File: config.mk
export PLATFORM = sky130hd
export DESIGN_NAME = btn_updown_counter
export DESIGN_NICKNAME = d
export VERILOG_FILES = /design/src/rtl/btn_updown_counter.sv
export SDC_FILE = /design/constraint.sdc
export NUM_CORES = 1
export LEC_CHECK = 0
export ABC_AREA = 1
export CAP_MARGIN = 20
export CORE_ASPECT_RATIO = 0.75
export CORE_MARGIN = 2
export CORE_UTILIZATION = 45
export DETAILED_ROUTE_END_ITERATION = 16
export GPL_ROUTABILITY_DRIVEN = 0
export MAX_ROUTING_LAYER = met4
export SLEW_MARGIN = 0
export SYNTH_ARGS = -nofsm -noshare
export SYNTH_HDL_FRONTEND = slang
export SYNTH_SLANG_ARGS = --single-unit
File: constraint.sdc
create_clock -name clk -period 5 [get_ports clk]
set_clock_uncertainty 0.1 [all_clocks]
set_input_delay 1.25 -clock clk [delete_from_list [all_inputs] [get_ports clk]]
set_output_delay 1.25 -clock clk [all_outputs]
set_load 0.005 [all_outputs]
File: src/rtl/btn_updown_counter.sv
// Up/down counter driven by two raw active-low buttons: sync, debounce, hold auto-repeat, wrap/saturate, load.
// Latency: a steadily held button steps the count on edge DEBOUNCE_CYCLES+3; load lands on the next edge.
// Backpressure: none; steps are issued unconditionally and a step colliding with load is dropped.
module btn_updown_counter #(
    parameter int WIDTH           = 16,
    parameter int INIT            = 16'h05ec,
    parameter int MAX_VAL         = 2**WIDTH - 1,
    parameter int STEP            = 1,
    parameter int SATURATE        = 0,
    parameter int DEBOUNCE_CYCLES = 500000,
    parameter int REPEAT_DELAY    = 25000000,
    parameter int REPEAT_PERIOD   = 5000000
) (
    input  logic             clk,
    input  logic             reset,
    input  logic             btn_up,
    input  logic             btn_down,
    input  logic             load,
    input  logic [WIDTH-1:0] load_value,
    output logic [WIDTH-1:0] count,
    output logic             limit,
    output logic             held
);

    localparam logic [WIDTH:0]   MAX_X  = (WIDTH+1)'(MAX_VAL);
    localparam logic [WIDTH:0]   MOD_X  = MAX_X + 1'b1;
    localparam logic [WIDTH:0]   STEP_X = (WIDTH+1)'(STEP);
    localparam logic [WIDTH-1:0] MAX_N  = WIDTH'(MAX_VAL);
    localparam logic [WIDTH-1:0] INIT_N = WIDTH'(INIT);

    localparam int             DW    = $clog2(DEBOUNCE_CYCLES + 1);
    localparam logic [DW-1:0]  DLAST = DW'(DEBOUNCE_CYCLES - 1);

    localparam int            TMAX     = (REPEAT_DELAY > REPEAT_PERIOD) ? REPEAT_DELAY : REPEAT_PERIOD;
    localparam int            TW       = $clog2(TMAX + 1);
    localparam logic [TW-1:0] T_DELAY  = TW'(REPEAT_DELAY - 1);
    localparam logic [TW-1:0] T_PERIOD = TW'(REPEAT_PERIOD - 1);

    typedef enum logic [1:0] {IDLE, HOLD, REPEAT, LOCK} state_t;

    // Bit 0 = up button, bit 1 = down button; all levels are raw polarity (1 = released).
    logic [1:0]    sync1, sync2, deb;
    logic [DW-1:0] dcnt [2];

    always_ff @(posedge clk or negedge reset) begin
        if (!reset) begin
            sync1   <= 2'b11;
            sync2   <= 2'b11;
            deb     <= 2'b11;
            dcnt[0] <= '0;
            dcnt[1] <= '0;
        end else begin
            sync1 <= {btn_down, btn_up};
            sync2 <= sync1;
            for (int i = 0; i < 2; i++) begin
                if (sync2[i] != deb[i]) begin
                    if (dcnt[i] == DLAST) begin
                        deb[i]  <= sync2[i];
                        dcnt[i] <= '0;
                    end else begin
                        dcnt[i] <= dcnt[i] + 1'b1;
                    end
                end else begin
                    dcnt[i] <= '0;
                end
            end
        end
    end

    logic up_p, dn_p, own_p, other_p;
    assign up_p = ~deb[0];
    assign dn_p = ~deb[1];

    state_t        state, state_nxt;
    logic [TW-1:0] timer, timer_nxt;
    logic          dir_up, dir_up_nxt;
    logic          step_up, step_dn;

    assign own_p   = dir_up ? up_p : dn_p;
    assign other_p = dir_up ? dn_p : up_p;

    always_comb begin
        state_nxt  = state;
        timer_nxt  = timer;
        dir_up_nxt = dir_up;
        step_up    = 1'b0;
        step_dn    = 1'b0;
        case (state)
            IDLE: begin
                if (up_p && dn_p) begin
                    state_nxt = LOCK;
                end else if (up_p || dn_p) begin
                    step_up    = up_p;
                    step_dn    = dn_p;
                    dir_up_nxt = up_p;
                    timer_nxt  = T_DELAY;
                    state_nxt  = HOLD;
                end
            end
            HOLD, REPEAT: begin
                // Release wins over a repeat step falling due on the same edge.
                if (!own_p) begin
                    state_nxt = IDLE;
                end else if (other_p) begin
                    state_nxt = LOCK;
                end else if (timer == '0) begin
                    step_up   = dir_up;
                    step_dn   = !dir_up;
                    timer_nxt = T_PERIOD;
                    state_nxt = REPEAT;
                end else begin
                    timer_nxt = timer - 1'b1;
                end
            end
            LOCK: begin
                if (!up_p && !dn_p)
                    state_nxt = IDLE;
            end
            default: state_nxt = IDLE;
        endcase
    end

    // Arithmetic one bit wider than the count so the bound tests cannot overflow.
    logic [WIDTH:0]   cnt_x, up_sum;
    logic [WIDTH-1:0] count_nxt;
    logic             limit_nxt;

    assign cnt_x  = {1'b0, count};
    assign up_sum = cnt_x + STEP_X;

    always_comb begin
        count_nxt = count;
        limit_nxt = 1'b0;
        if (load) begin
            count_nxt = (load_value > MAX_N) ? MAX_N : load_value;
        end else if (step_up) begin
            if (up_sum > MAX_X) begin
                limit_nxt = 1'b1;
                count_nxt = (SATURATE != 0) ? MAX_N : WIDTH'(up_sum - MOD_X);
            end else begin
                count_nxt = WIDTH'(up_sum);
            end
        end else if (step_dn) begin
            if (cnt_x < STEP_X) begin
                limit_nxt = 1'b1;
                count_nxt = (SATURATE != 0) ? '0 : WIDTH'(cnt_x + MOD_X - STEP_X);
            end else begin
                count_nxt = WIDTH'(cnt_x - STEP_X);
            end
        end
    end

    always_ff @(posedge clk or negedge reset) begin
        if (!reset) begin
            state  <= IDLE;
            timer  <= '0;
            dir_up <= 1'b1;
            count  <= INIT_N;
            limit  <= 1'b0;
            held   <= 1'b0;
        end else begin
            state  <= state_nxt;
            timer  <= timer_nxt;
            dir_up <= dir_up_nxt;
            count  <= count_nxt;
            limit  <= limit_nxt;
            held   <= (state_nxt == HOLD) || (state_nxt == REPEAT);
        end
    end

endmodule

==> summary.txt, run 1 <==
Run status
  – Status: finished, final reports clean

Clocking
  – Clock transition at path regs: 0.06 ns
  – Post-CTS setup buffer count: 0
  – CTS tree: yes
  – CTS Buf Count: 9
  – Max H-tree Level: 3
  – Hold_buf cts: 0
  – Clk Latency, worst-skew pair: between 0.3 and 0.4 ns
  – PostCTS Resize Cnt: 0
  – CTS Root Cell: clkbuf_16
  – Clock buffer depth: 2
  – TritonCTS Sinks: 90

Logic synthesis
  – Post-Syn Area per Cell: about 7 um^2
  – FF+latch count, synth: 90
  – Synth Area in Compound Gates: 0.0795
  – Simple-Gate Fraction of Synth Area: 0.387
  – Post-Synth XOR/XNOR Area: 0.0396
  – Syn. warnings: 0
  – Synth async-reset ratio: 1.00
  – Main combinational cell family by area after synthesis: simple AND/OR/NAND/NOR gates
  – Post-Syn Area: 0.00597 mm^2
  – Syn_nets: 888
  – Synth Area in Adders: 0.0252
  – Post-synth EDFFs: 0
  – Synth Flop Type: dfrtp_1
  – Multiplexer share of the synthesized area: 0.00189
  – Synth Instances: about 860
  – Netlist cell types: between 40 and 50
  – Sequential share of the synthesized area: 0.380

Die
  – Die width: 137 um
  – Site Rows: 36
  – Core ar.: roughly 0.013 mm^2
  – Die area: roughly 0.014 mm^2
  – Starting Density: 0.460
  – I/O pin count: 39
  – Die Ht: between 100 and 150 um

STA
  – Final Cycle Share: 0.620
  – Worst setup margin: 1.90 ns
  – Final setup viols: 0
  – Hold Vio Cnt, Final: 0
  – Fmax achieved: 0.322 GHz
  – Max Slew Vio Count: 0
  – Hold_ws: approximately 0.26 ns
  – Slew @ Worst Pin: about 0.86 ns
  – Minimum clock period: approximately 3.1 ns
  – Slew Limit Headroom: 0.426
  – Setup TNS: 0 ns
  – Unrepaired setup endpoints after global routing: no

Setup path
  – CP Depth: 7
  – Setup crit end kind: flop
  – Slowest cell on the critical path: inv_1
  – CP Launch Type: primary input
  – CP Max Fanout: 22
  – Crit path arrival time: between 3 and 4 ns
  – Worst path bufs/invs: 4
  – Worst path most repeated cell: nand2_1
  – Worst path cell trace: clkdlybuf4s50_1 > buf_4 > inv_1 > nand3_4 > inv_2 > nand2_1 > nand2_1
  – CP max stage delay: ~0.58 ns
  – Worst path required time: approximately 5.2 ns
  – Cell family with most CP delay: buffers and inverters
  – Crit Path Class: primary input to flop
  – R2r worst-path depth: 9

Job
  – Max Cap Viol: 0

Layout
  – # nets final: around 920
  – Fin area: about 0.007 mm^2
  – Layout filler cell count: 1247
  – FF/Latch Area: 0.00227 mm^2
  – Synth-to-Final Area Change: 14.0%
  – Util after Layout: 0.525
  – N_diodes: 0
  – Multi-input logic area: ~0.0032 mm^2
  – Layout cell share with drive strength beyond 1: 0.0717

Drt
  – Iter 0 DRT Violations: 419
  – Via count: between 5000 and 6000
  – Drt total wl: 14500 um
  – DRT Pass-1 Iters: 5
  – DRC viols: 0
  – Routed Antenna Nets: 0
  – Wire length per cell: 13.6 um
  – Via density: approximately 5.2

Global routing
  – M1 GR Usage: 0.326
  – Grt met3 use: 0.0450
  – Largest net degree at the start of global routing: 68
  – GRT overflow: 0
  – Total track usage: 0.220
  – Initial antenna violation count: 0
  – GR Layer Usage met2: 0.308
  – Global-route wire length before repair: about 25000 um
  – GRT busiest layer: met1
  – Vias in the first global route: 5172

Power and ir drop
  – Lkg Pwr: between 3 and 4 nW
  – PwrDens: 267 mW/mm^2
  – Worst VDD drop: about 0.20 mV

Place
  – Dpl ws: 1.57 ns
  – PortBufs: 38
  – Placed inst area: ~0.0065 mm^2
  – DP HPWL: between 10000 and 15000 um

Hold path
  – Hold WC Path Type: flop to flop
  – Hold path depth: 0
==> cells by family (layout without fill, tap and decap cells) <==
| logic type | Yosys count | count (layout) |
|---|---|---|
| AOI/OAI and AO/OA | 88 | 88 |
| xor gates and xnor gates | 27 | 27 |
| adders and majority gates | 12 | 12 |
| buffers and inverters | 129 | 167 |
| DFF | 90 | 90 |
| muxes | 1 | 1 |
| and+or+nand+nor | 508 | 508 |
==> metrics by stage <==
stage	power [W]	instances
3_3_place_gp	0.00107	1048
6_report	0.00182	1064
5_1_grt	0.00190	1064
3_5_place_dp	0.00107	1048
2_1_floorplan	0.000966	855
4_1_cts	0.00184	1064
==> cells in the mapped netlist (3+ instances only) <==
library cell,n,area [um^2]
clkbuf_1,4,15.0
dfrtp_1,76,1900
buf_2,10,50.1
xor2_1,22,193
or2_2,8,50.1
nor4_1,11,68.8
nand2_4,6,67.6
nor3_1,19,95.1
nand3_1,80,400
nor2_2,5,31.3
nor2_1,111,417
nor3b_1,3,22.5
dfstp_2,14,368
o21ai_0,37,185
ha_1,12,150
nand2_1,229,860
a31oi_1,4,25.0
inv_1,107,402
xnor2_1,5,43.8
nand3b_1,5,37.5
nand4_1,20,125
a21oi_1,35,175
==> where the power goes <==
part           total [W]  internal (W)  switching (W)
Combinational   0.000250      0.000109       0.000141
Sequential      0.000813      0.000760      0.0000528
Clock           0.000753      0.000455       0.000297
Total            0.00182       0.00132       0.000491
==> flip-flops by register name (all words and copies together) (netlist names) <==
name,flops
count,16
dcnt,38
deb,2
dir_up,1
held,1
limit,1
state,2
sync1,2
sync2,2
timer,25
==> cell type report <==
cell class | instances | area share
Clock buffer | 11 | 0.0357
Tap cell | 171 | 0.0314
Multi-Input combinational cell | 636 | 0.467
Clock inverter | 5 | 0.0127
Inverter | 110 | 0.0607
Sequential cell | 90 | 0.334
Timing Repair Buffer | 41 | 0.0588
==> path summary, 6_finish.rpt <==
path	startpoint	end	slack, ns
worst max-delay path	load	count[1]	1.90
worst min-delay path	sync1[1]	sync2[1]	0.26
worst max register to register	deb[0]	timer[4]	2.28
worst min register to register	sync1[1]	sync2[1]	0.26
max in group asynchronous	reset	count[8]	2.99
min in group asynchronous	reset	timer[22]	0.91
==> worst register-to-register path: cells and delay by family, from the launching register on <==
| family | cells | cell delay (ns) |
|---|---|---|
| DFF | 1 | 0.61 |
| and+or+nand+nor | 3 | 0.71 |
| adders and majority gates | 1 | 0.23 |
| buffers and inverters | 3 | 0.43 |
| AOI/OAI and AO/OA | 2 | 0.56 |
==> layer usage <==
metal	part of all wire	wire length [um]
met3	0.053	768
met5	0	0
met4	0.011	158
met1	0.51	7380
met2	0.43	6150
==> cells in the final DEF (no fill, tap or decap), drive strengths merged <==
master	netlist	layout
clkdlybuf4s50	0	37
a21o	1	1
buf	15	4
or2	9	9
mux2	1	1
xor2	22	22
a31oi	4	4
a211oi	2	2
clkinv	1	3
a21oi	35	35
xnor2	5	5
nand3	82	82
a21boi	1	1
dfstp	14	14
nor3	20	20
nor3b	3	3
o22ai	2	2
dfrtp	76	76
o211ai	1	1
a22oi	1	1
ha	12	12
nand4	20	20
o21a	1	1
nor2	120	120
o21ai	37	37
clkbuf	4	11
nand3b	5	5
and3	1	1
bufinv	0	2
o31ai	2	2
inv	109	110
nor4	11	11
nand2	237	237
o41ai	1	1
Power figures use the tool's default switching activity.
==> inputs of run 2 (changes only) <==
--- a/config.mk
+++ b/config.mk
@@ -13,6 +13,7 @@
 export DETAILED_ROUTE_END_ITERATION = 16
 export GPL_ROUTABILITY_DRIVEN = 0
 export MAX_ROUTING_LAYER = met4
+export PLACE_DENSITY = 0.66
 export SLEW_MARGIN = 0
 export SYNTH_ARGS = -nofsm -noshare
 export SYNTH_HDL_FRONTEND = slang
==> constraint.sdc (replaced) <==
create_clock -name clk -period 2.7 [get_ports clk]
set_clock_uncertainty 0.1 [all_clocks]
set_input_delay 0.675 -clock clk [delete_from_list [all_inputs] [get_ports clk]]
set_output_delay 0.675 -clock clk [all_outputs]
set_load 0.005 [all_outputs]
==> summary.txt, run 2 (synthesis gave the netlist of run 1 again) <==
STA
  – Final Cycle Share: 0.912
  – Unrepaired setup endpoints after global routing: no
  – Hold Vio Cnt, Final: 0 (unchanged)
  – Max Slew Vio Count: 0 (unchanged)
  – Slew Limit Headroom: 0.665 (+0.239)
  – Final setup viols: 0 (unchanged)
  – Minimum clock period: 2.46 ns
  – Slew @ Worst Pin: 0.501 ns (-0.361 ns)
  – Fmax achieved: ~0.41 GHz
  – Setup TNS: 0 ns (unchanged)

Drt
  – Via count: 5444 (-1.9%)
  – Drt total wl: 14100 um (-2.5%)
  – DRT Pass-1 Iters: 5 (unchanged)
  – DRC viols: 0 (unchanged)
  – Iter 0 DRT Violations: 438 (+4.5%)
  – M1 wire length: 7540 um (+2.2%)
  – Routed Antenna Nets: 0 (unchanged)
  – WL met2: 5630 um (-8.6%)
  – Routed met3 length: 803 um (+4.6%)
  – Via density: 5.08 (-2.5%)
  – Highest routed metal layer: met4
  – Wire length per cell: 13.2 um (-3.2%)

Global routing
  – Initial antenna violation count: 0 (unchanged)
  – Global-route wire length before repair: 24400 um (-0.98%)
  – GRT overflow: 0 (unchanged)
  – Largest net degree at the start of global routing: 40 (-41%)
  – Vias in the first global route: 5047 (-2.4%)
  – Total track usage: 0.217 (-0.00262)

Clocking
  – Max H-tree Level: 3 (unchanged)
  – CTS Buf Count: 9 (unchanged)
  – TritonCTS Sinks: 90 (unchanged)
  – Clk Latency, worst-skew pair: 0.35 ns (about the same)
  – CTS tree: yes
  – Clock buffer depth: 2 (unchanged)
  – CTS Root Cell: clkbuf_16
  – Hold_buf cts: 0 (unchanged)
  – Clock transition at path regs: 0.07 ns (about the same)

Die
  – Die area: 0.0142 mm^2 (unchanged)
  – Site Rows: 36 (unchanged)
  – Die width: 137 um (unchanged)
  – I/O pin count: 39 (unchanged)
  – Starting Density: 0.460 (unchanged)
  – Core ar.: 0.0130 mm^2 (unchanged)
  – Die Ht: 104 um (unchanged)

Place
  – PortBufs: 38 (unchanged)
  – DP HPWL: 10600 um (-0.52%)
  – # placed instances: 1055 (+0.67%)

Layout
  – Synth-to-Final Area Change: 14.8%
  – Leading cell type in the layout, fill and taps excluded: nand2_1
  – Commonest cells after routing, fill and taps aside: 229 x nand2_1, 111 x nor2_1, 107 x inv_1, 80 x nand3_1, 76 x dfrtp_1
  – Layout cell share with drive strength beyond 1: 0.0800 (+0.00833)
  – Top flop regs: dcnt (38), timer (25), count (16)
  – Most flop-heavy register: dcnt
  – # nets final: 928 (+0.76%)
  – N_diodes: 0 (unchanged)
  – Max reg flops: 38 (unchanged)
  – Finished Layout Cells: 1071 (+0.66%)

Setup path
  – Crit path arrival time: 2.63 ns (-0.66 ns)
  – Crit Path Class: flop to flop
  – Critical R2R Launch: deb[0]
  – Setup crit end kind: flop
  – Worst r2r dst: timer[4]
  – Worst R2R Setup Slack: 0.24 ns (-2.04 ns)
  – R2r worst-path depth: 9 (unchanged)
  – Crit. Startpoint: deb[0]
  – CP Launch Type: flop
  – Worst path required time: 2.86 ns (-2.33 ns)
  – CP Max Fanout: 16 (-27%)

Power and ir drop
  – Power share of the sequential group: 0.453 (+0.005)
  – PwrDens: 483 mW/mm^2 (+81%)
  – Worst VDD drop: 0.406 mV (+100%)
  – NetSw: 0.000950 W (+94%)
  – Internal power: 0.00236 W (+78%)
  – Switch share: 0.287 (+0.0167)
  – Clock Power Share: 0.401 (-0.014)
  – Logic pwr share: 0.146 (+0.008)
  – Lkg Pwr: 3.35 nW (+1.0%)

Run status
  – Status: finished, final reports clean

Job
  – Max Cap Viol: 0 (unchanged)

Hold path
  – Hold WC Path Type: primary input to asynchronous set/reset pin
-- run 2: worst max-delay path, stage by stage (launching register included) --
cell	delay [ns]
dfstp_2	0.61
inv_2	0.07
ha_1	0.23
o21ai_1	0.27
nand3_4	0.19
nand2_4	0.21
inv_1	0.23
nor3_1	0.24
inv_1	0.08
o211ai_1	0.15
-- run 2: per-stage QoR --
stage          setup WS [ns]  total power [W]  hold slack, ns   util  instance area, um^2
2_1_floorplan          0.552          0.00179           0.245      -                 5970
3_3_place_gp           0.242          0.00200           0.246  0.504                 6540
3_5_place_dp           0.120          0.00200           0.247  0.504                 6540
6_report               0.236          0.00331           0.128  0.528                 6850
4_1_cts                0.115          0.00334           0.131  0.528                 6850
5_1_grt              0.00261          0.00347           0.148  0.528                 6850
-- run 2: power groups by stage --
stage / Clock, W / Combinational (W) / Sequential (W)
2_1_floorplan: 0 / 0.000315 / 0.00147
3_3_place_gp: 0 / 0.000475 / 0.00152
3_5_place_dp: 0 / 0.000479 / 0.00152
4_1_cts: 0.00136 / 0.000483 / 0.00150
5_1_grt: 0.00142 / 0.000551 / 0.00151
6_report: 0.00133 / 0.000484 / 0.00150
-- run 2: what timing repair did --
action                                  CTS  global route
buffers inserted                          0             0
endpoints found under the setup margin    0             2
gates resized for setup                   0             1
-- run 2: cell type report --
cell class,count,area (um^2)
clock inverters,7,83.8
repair buffers,48,465
well taps,171,214
inverters,110,413
flip-flops and latches,90,2270
multi-input cells,636,3180
clock buffers,9,225
fillers,1273,6120
-- run 2: per-layer routing --
| layer | global-route usage | vias up |
|---|---|---|
| met2 | 0.294 | 138 |
| met5 | - | - |
| met3 | 0.0416 | 11 |
| met1 | 0.335 | 2465 |
| li1 | - | 2830 |
| met4 | 0.0434 | 0 |
-- run 2: worst max-delay path by stage --
stage,slack [ns],cells past startpoint,end
floorplan,0.55,9,timer[14]
global placement,0.24,9,timer[4]
detailed placement,0.12,9,timer[4]
CTS,0.12,9,timer[4]
global route,0.003,9,timer[6]
finish,0.24,9,timer[4]
